### src/rtl/core_pkg.sv
// Shared constants and types for the pipelined RISC-V core.
package core_pkg;

    localparam int unsigned XLEN_DEFAULT   = 32;
    localparam int unsigned REG_AW_DEFAULT = 5;
    localparam int unsigned CTRL_W_DEFAULT = 8;

    // Bit positions inside the Control_Unit bundle
    localparam int unsigned CTRL_REGWRITE_BIT = 0;
    localparam int unsigned CTRL_MEMTOREG_BIT = 1;
    localparam int unsigned CTRL_MEMREAD_BIT  = 2;
    localparam int unsigned CTRL_MEMWRITE_BIT = 3;
    localparam int unsigned CTRL_BRANCH_BIT   = 4;
    localparam int unsigned CTRL_ALUSRC_BIT   = 5;
    localparam int unsigned CTRL_ALUOP_LSB    = 6;

    // Decode stage sequencing
    typedef enum logic {RUN, STALL} dec_state_e;

    // Register/function fields pulled out of a 32-bit instruction word
    typedef struct packed {
        logic [4:0] rs1;
        logic [4:0] rs2;
        logic [4:0] rd;
        logic [2:0] funct3;
        logic       funct7_bit5;
    } instr_fields_t;

endpackage

### src/rtl/hazard_detect.sv
// Load-use hazard detection and write-back-to-decode bypass selects.
module hazard_detect
    import core_pkg::*;
#(
    parameter int unsigned REG_AW = REG_AW_DEFAULT
) (
    input  logic              valid_ex,
    input  logic              memread_ex,
    input  logic [REG_AW-1:0] rd_ex,
    input  logic              valid_dec,
    input  logic              uses_rs1,
    input  logic              uses_rs2,
    input  logic [REG_AW-1:0] rs1,
    input  logic [REG_AW-1:0] rs2,
    input  logic              regwrite_wb,
    input  logic [REG_AW-1:0] rd_wb,
    output logic              hazard_c,
    output logic              byp1_c,
    output logic              byp2_c
);

    // A load in EX feeding a source of the decode instruction stalls; WB to the same reg bypasses
    always_comb begin
        hazard_c = valid_ex & memread_ex & (rd_ex != '0) & valid_dec &
                   ((uses_rs1 & (rs1 == rd_ex)) | (uses_rs2 & (rs2 == rd_ex)));
        byp1_c   = regwrite_wb & (rd_wb != '0) & (rd_wb == rs1);
        byp2_c   = regwrite_wb & (rd_wb != '0) & (rd_wb == rs2);
    end

endmodule

### src/rtl/decode_stage_pipe.sv
// ID/EX pipeline register with handshake, flush, load-use stall and WB bypass.
module decode_stage_pipe
    import core_pkg::*;
#(
    parameter int unsigned XLEN            = XLEN_DEFAULT,
    parameter int unsigned REG_AW          = REG_AW_DEFAULT,
    parameter int unsigned CTRL_W          = CTRL_W_DEFAULT,
    parameter int unsigned MEMREAD_BIT     = CTRL_MEMREAD_BIT,
    parameter int unsigned LU_STALL_CYCLES = 1
) (
    input  logic              clk_i,
    input  logic              reset_ni,
    input  logic              valid_DECODE_i,
    output logic              ready_DECODE_o,
    input  logic [31:0]       instruction_DECODE_i,
    input  logic [XLEN-1:0]   pc_DECODE_i,
    input  logic [CTRL_W-1:0] ctrl_DECODE_i,
    input  logic              uses_rs1_i,
    input  logic              uses_rs2_i,
    input  logic [XLEN-1:0]   ReadData1_i,
    input  logic [XLEN-1:0]   ReadData2_i,
    input  logic [XLEN-1:0]   Immout_i,
    input  logic [REG_AW-1:0] Write_Register_i,
    input  logic              RegWrite_i,
    input  logic [XLEN-1:0]   Write_data_i,
    input  logic              flush_i,
    input  logic              ready_EXECUTE_i,
    output logic              valid_EXECUTE_o,
    output logic [CTRL_W-1:0] ctrl_EXECUTE_o,
    output logic [XLEN-1:0]   pc_EXECUTE_o,
    output logic [REG_AW-1:0] rs1_EXECUTE_o,
    output logic [REG_AW-1:0] rs2_EXECUTE_o,
    output logic [REG_AW-1:0] rd_EXECUTE_o,
    output logic [XLEN-1:0]   ReadData1_EXECUTE_o,
    output logic [XLEN-1:0]   ReadData2_EXECUTE_o,
    output logic [XLEN-1:0]   Immout_EXECUTE_o,
    output logic [2:0]        funct3_EXECUTE_o,
    output logic              funct7_bit5_EXECUTE_o,
    output logic [31:0]       stall_count_o
);

    localparam int unsigned    CNT_W     = 3;
    localparam logic [CNT_W-1:0] LU_RELOAD = CNT_W'(LU_STALL_CYCLES - 1);

    dec_state_e        state_q, state_d;
    logic [CNT_W-1:0]  cnt_q, cnt_d;
    instr_fields_t     fields_c;
    logic [REG_AW-1:0] rs1_c, rs2_c, rd_c;
    logic              adv_c, hazard_c, byp1_c, byp2_c;
    logic              load_bubble_c, load_dec_c;
    logic [XLEN-1:0]   rd1_c, rd2_c;
    logic              unused_c;

    // Instruction field extraction and bypass muxing
    always_comb begin
        fields_c.rs1         = instruction_DECODE_i[19:15];
        fields_c.rs2         = instruction_DECODE_i[24:20];
        fields_c.rd          = instruction_DECODE_i[11:7];
        fields_c.funct3      = instruction_DECODE_i[14:12];
        fields_c.funct7_bit5 = instruction_DECODE_i[30];
        rs1_c                = REG_AW'(fields_c.rs1);
        rs2_c                = REG_AW'(fields_c.rs2);
        rd_c                 = REG_AW'(fields_c.rd);
        adv_c                = ready_EXECUTE_i | ~valid_EXECUTE_o;
        rd1_c                = byp1_c ? Write_data_i : ReadData1_i;
        rd2_c                = byp2_c ? Write_data_i : ReadData2_i;
    end

    // Opcode and remaining funct7 bits are decoded by Control_Unit, not here
    assign unused_c = ^{instruction_DECODE_i[31], instruction_DECODE_i[29:25],
                        instruction_DECODE_i[6:0]};

    hazard_detect #(
        .REG_AW (REG_AW)
    ) u_hazard (
        .valid_ex    (valid_EXECUTE_o),
        .memread_ex  (ctrl_EXECUTE_o[MEMREAD_BIT]),
        .rd_ex       (rd_EXECUTE_o),
        .valid_dec   (valid_DECODE_i),
        .uses_rs1    (uses_rs1_i),
        .uses_rs2    (uses_rs2_i),
        .rs1         (rs1_c),
        .rs2         (rs2_c),
        .regwrite_wb (RegWrite_i),
        .rd_wb       (Write_Register_i),
        .hazard_c    (hazard_c),
        .byp1_c      (byp1_c),
        .byp2_c      (byp2_c)
    );

    // FSM state and stall countdown
    always_ff @(posedge clk_i or negedge reset_ni) begin
        if (!reset_ni) begin
            state_q <= RUN;
            cnt_q   <= '0;
        end else begin
            state_q <= state_d;
            cnt_q   <= cnt_d;
        end
    end

    // Next state, decode handshake and EX load selection; flush has top priority
    always_comb begin
        state_d        = state_q;
        cnt_d          = cnt_q;
        ready_DECODE_o = 1'b0;
        load_bubble_c  = 1'b0;
        load_dec_c     = 1'b0;
        if (flush_i) begin
            ready_DECODE_o = 1'b1;
            load_bubble_c  = adv_c;
            state_d        = RUN;
            cnt_d          = '0;
        end else if (state_q == STALL) begin
            if (adv_c) begin
                load_bubble_c = 1'b1;
                cnt_d         = cnt_q - CNT_W'(1);
                if (cnt_q == CNT_W'(1)) begin
                    state_d = RUN;
                end
            end
        end else if (hazard_c) begin
            if (adv_c) begin
                load_bubble_c = 1'b1;
                if (LU_STALL_CYCLES > 1) begin
                    state_d = STALL;
                    cnt_d   = LU_RELOAD;
                end
            end
        end else begin
            ready_DECODE_o = adv_c;
            load_dec_c     = adv_c;
        end
    end

    // EX register: bubble, load from decode, or hold
    always_ff @(posedge clk_i or negedge reset_ni) begin
        if (!reset_ni) begin
            valid_EXECUTE_o       <= 1'b0;
            ctrl_EXECUTE_o        <= '0;
            pc_EXECUTE_o          <= '0;
            rs1_EXECUTE_o         <= '0;
            rs2_EXECUTE_o         <= '0;
            rd_EXECUTE_o          <= '0;
            ReadData1_EXECUTE_o   <= '0;
            ReadData2_EXECUTE_o   <= '0;
            Immout_EXECUTE_o      <= '0;
            funct3_EXECUTE_o      <= '0;
            funct7_bit5_EXECUTE_o <= 1'b0;
        end else if (load_bubble_c) begin
            valid_EXECUTE_o       <= 1'b0;
            ctrl_EXECUTE_o        <= '0;
            pc_EXECUTE_o          <= '0;
            rs1_EXECUTE_o         <= '0;
            rs2_EXECUTE_o         <= '0;
            rd_EXECUTE_o          <= '0;
            ReadData1_EXECUTE_o   <= '0;
            ReadData2_EXECUTE_o   <= '0;
            Immout_EXECUTE_o      <= '0;
            funct3_EXECUTE_o      <= '0;
            funct7_bit5_EXECUTE_o <= 1'b0;
        end else if (load_dec_c) begin
            valid_EXECUTE_o       <= valid_DECODE_i;
            ctrl_EXECUTE_o        <= ctrl_DECODE_i;
            pc_EXECUTE_o          <= pc_DECODE_i;
            rs1_EXECUTE_o         <= rs1_c;
            rs2_EXECUTE_o         <= rs2_c;
            rd_EXECUTE_o          <= rd_c;
            ReadData1_EXECUTE_o   <= rd1_c;
            ReadData2_EXECUTE_o   <= rd2_c;
            Immout_EXECUTE_o      <= Immout_i;
            funct3_EXECUTE_o      <= fields_c.funct3;
            funct7_bit5_EXECUTE_o <= fields_c.funct7_bit5;
        end
    end

    // Saturating count of cycles a valid decode instruction was held back
    always_ff @(posedge clk_i or negedge reset_ni) begin
        if (!reset_ni) begin
            stall_count_o <= '0;
        end else if (valid_DECODE_i && !ready_DECODE_o && (stall_count_o != '1)) begin
            stall_count_o <= stall_count_o + 32'd1;
        end
    end

endmodule

### config.mk
export PLATFORM = sky130hd
export DESIGN_NAME = decode_stage_pipe
export DESIGN_NICKNAME = d
export VERILOG_FILES = /design/src/rtl/core_pkg.sv /design/src/rtl/hazard_detect.sv /design/src/rtl/decode_stage_pipe.sv
export SDC_FILE = /design/constraint.sdc
export NUM_CORES = 1
export LEC_CHECK = 0
export ABC_AREA = 1
export CAP_MARGIN = 15
export CORE_AREA = 2 2 156 158
export CTS_CLUSTER_DIAMETER = 80
export DETAILED_ROUTE_END_ITERATION = 10
export DIE_AREA = 0 0 158 160
export MAX_ROUTING_LAYER = met4
export PLACE_DENSITY = 0.86
export SLEW_MARGIN = 10
export SYNTH_ARGS = -nofsm -noshare
export SYNTH_HDL_FRONTEND = slang
export SYNTH_SLANG_ARGS = --single-unit
### constraint.sdc
create_clock -name clk_i -period 2.15 [get_ports clk_i]
set_input_delay 0.3225 -clock clk_i [delete_from_list [all_inputs] [get_ports clk_i]]
set_output_delay 0.3225 -clock clk_i [all_outputs]
set_load 0.03 [all_outputs]
==> results.ini <==
[sta]
setup_violations = 0
hold_ws_ns = 0.348
report.final.hold_viol_count = 0
rsz0062_at_grt = yes
tightest_slew_ns = 0.713
slew_violations = 0
fmax_ghz = 0.478
fin_crit_ns = 2.09
tns_ns = 0
finalCritPeriodShare_pct = 97.3
skew_ns = 0.0171
maxSlewHeadroom_pct = 52.4

[critical_path]
r2r-start = valid_EXECUTE_o
critPathMaxFanout = 3
crit_type = reg2out
max_stage_delay_ns = 0.41
crit_chain = buf_4, nand2_1, nand2_1, nor2_1, nand3_1, nand2_2, nand2_2, a21oi_4, inv_2, buf_6
worst-path-buf-inv = 3
cp.arrival_ns = 1.77
cp-end-kind = primary output
crit_family = simple AND/OR/NAND/NOR gates
cpMaxStageDelayCell = dfrtp_1
startpoint = rd_EXECUTE_o[2]
worstPathRequired_ns = 1.83
start_kind = flip-flop

[logic_synthesis]
synth_edf_count = 0
ys_types = 31
synthTopCellsByCount = nand2_1, dfrtp_1, o21ai_0
seq_area_frac_synth_pct = 50.7
syn-cell-area_um2 = 9490
post-synth-top-area-fraction_pct = 50.7
yosysTopAreaCell = dfrtp_1
avgSynthCellArea_um2 = 7.70
ys_ff_latch = 192
synthTopCellsByArea = dfrtp_1, nand2_1, o21ai_0, inv_1, nand4_1
postSynthCellCount = 1232
synth_most_common_cell = nand2_1
yosysWarnings = 0
synth_nets = 1448
yosys_most_used_dff = dfrtp_1
async_flop_share_pct = 100

[drt]
wire_per_inst_um = 16.7
antenna_left = 0
vias = 9800
first_pass_iters = 6
vias_per_cell = 4.95
wl_um = 33100
drcViolationCount = 0
drt_iter0_markers = 814

[clock_network]
worstSkewPairLatency_ns = 0.43
clock_path_buffers = 2
root_buffer = clkbuf_16
clock-sinks = 192
path_clk_slew_ns = 0.07
cts_tree = done
cts_buffers = 17
ctsHtreeMaxLevel = 4

[placement]
io_buffers = 388
dp_hpwl_um = 24800
routabilityCongestion = 0.921

[global_routing]
groute.usage.overall_pct = 26.2
grt.overflow.total = 0
grt_max_degree = 78
grt_pass1_wl_um = 50500
grt_pass1_vias = 9562
antenna_found_initial = 7

[power_and_ir_drop]
p_per_area_nw_per_um2 = 673
p_leak_uw = 0.00685
seqPwrFrac_pct = 41.7
p_sw_uw = 3260
total_power_uw = 9910
peakVddDrop_uv = 549
clkPwrFrac_pct = 32.2
comb_power_share_pct = 26.1
p_int_uw = 6650
swShare_pct = 32.9

[die]
dieArea_um2 = 25300
num_rows = 57
die_y_um = 160
ios = 402
dieWidth_um = 158
core-area_um2 = 23800
start_util_pct = 39.8

[layout]
drive_above_1_share_pct = 7.64
layout.nets = 1852
area_delta_synth_final_pct = 55.1

[run_status]
run_status = finished clean

[run]
cap_violations = 0

[hold_path]
holdCritStartpoint = instruction_DECODE_i[16]
hold_path_class = in2reg

## metrics by stage
step,setup WS (ns),util [%],area (um^2),std cells
floorplan,0.283,-,9490,1232
finish,0.0590,61.8,14700,1980
detailed placement,-0.381,58.9,14000,1935
CTS,0.00338,61.6,14700,1971
global route,-0.0646,61.8,14700,1980
global placement,-0.340,58.9,14000,1935
## worst paths after layout
path	cells past startpoint	end	slack, ns
hold / removal	4	rs1_EXECUTE_o[1]	0.35
min in group asynchronous	2	stall_count_o[25]	0.46
setup / recovery	10	ready_DECODE_o	0.06
setup reg to reg	7	ctrl_EXECUTE_o[7]	0.15
max in group asynchronous	3	rd_EXECUTE_o[0]	1.03
hold reg to reg	2	ReadData1_EXECUTE_o[17]	0.49
## worst reg2reg max path: cells and delay by family, from the launching register on
family,cells,cell delay (ns)
AND/OR/NAND/NOR,2,0.23
buffers and inverters,4,1.14
AO/OA/AOI/OAI,1,0.12
flip-flops,1,0.44
## layout by cell type, fill, tap and decap left out, types with 2 or more instances in the layout
cell	count
nand2_1	472
clkdlybuf4s50_1	384
dfrtp_1	190
o21ai_0	187
inv_1	96
nor2_1	52
buf_4	52
nand4_1	35
o21ai_1	24
xor2_1	18
clkbuf_16	17
nand3_1	16
nor3_1	13
buf_12	11
inv_2	10
xnor2_1	10
o31ai_1	9
nand2_2	8
diode_2	7
inv_6	6
nand3b_1	5
a21oi_1	4
clkinv_8	4
nand3_2	3
ha_1	3
nor2_4	2
nor3_2	2
clkbuf_8	2
dlymetal6s2s_1	2
dfrtp_2	2
## power groups by stage
stage	Clock, uW	Sequential, uW	Combinational, uW
2_1_floorplan	0	4770	590
3_3_place_gp	0	4180	2530
3_5_place_dp	0	4190	2570
4_1_cts	3280	4130	2590
5_1_grt	3410	4170	2760
6_report	3190	4130	2580
## metal layers
layer  wire, um  vias up  global-route usage (%)
met1      13100     4614                    31.2
li1           -     4746                       -
met5          0        -                       -
met2      16600      377                    43.4
met3       2280       63                    5.29
met4       1160        0                    10.4
## kinds of logic (layout without fill, tap and decap cells)
| family | Yosys count | after routing | synth area share [%] |
|---|---|---|---|
| flops | 192 | 192 | 50.7 |
| fa+ha+maj | 3 | 3 | 0.396 |
| xor+xnor | 28 | 28 | 2.59 |
| buf+inv | 173 | 590 | 7.58 |
| compound gates | 227 | 227 | 12.4 |
| simple gates | 609 | 609 | 26.4 |
| other cells | 0 | 7 | 0 |
## cell type report
cell class                 instances  area (um^2)
inverter                         106          398
fill                            2045         9110
tap                              324          405
clock inverter                    14          159
clock buffer                      18          439
sequential                       192         4810
timing repair buffer             452         4510
antenna                            7         17.5
multi-input combinational        867         3970
## sequential cells by signal, indices dropped and copies added (netlist names)
register / count
stall_count_o: 32
ctrl_EXECUTE_o: 8
rd_EXECUTE_o: 5
state_q: 1
funct7_bit5_EXECUTE_o: 1
valid_EXECUTE_o: 1
Immout_EXECUTE_o: 32
ReadData2_EXECUTE_o: 32
ReadData1_EXECUTE_o: 32
funct3_EXECUTE_o: 3
pc_EXECUTE_o: 32
cnt_q: 3
rs1_EXECUTE_o: 5
rs2_EXECUTE_o: 5
## repair_timing
| action | 4_1_cts | 5_1_grt |
|---|---|---|
| endpoints found under the setup margin | 1 | 1 |
| endpoints found under the hold margin | 53 | 0 |
| pin swaps | 0 | 4 |
| setup buffers | 3 | 2 |
| hold buffers | 1 | 0 |
| gates resized for setup | 7 | 12 |
(Power assumes the default switching activity.)
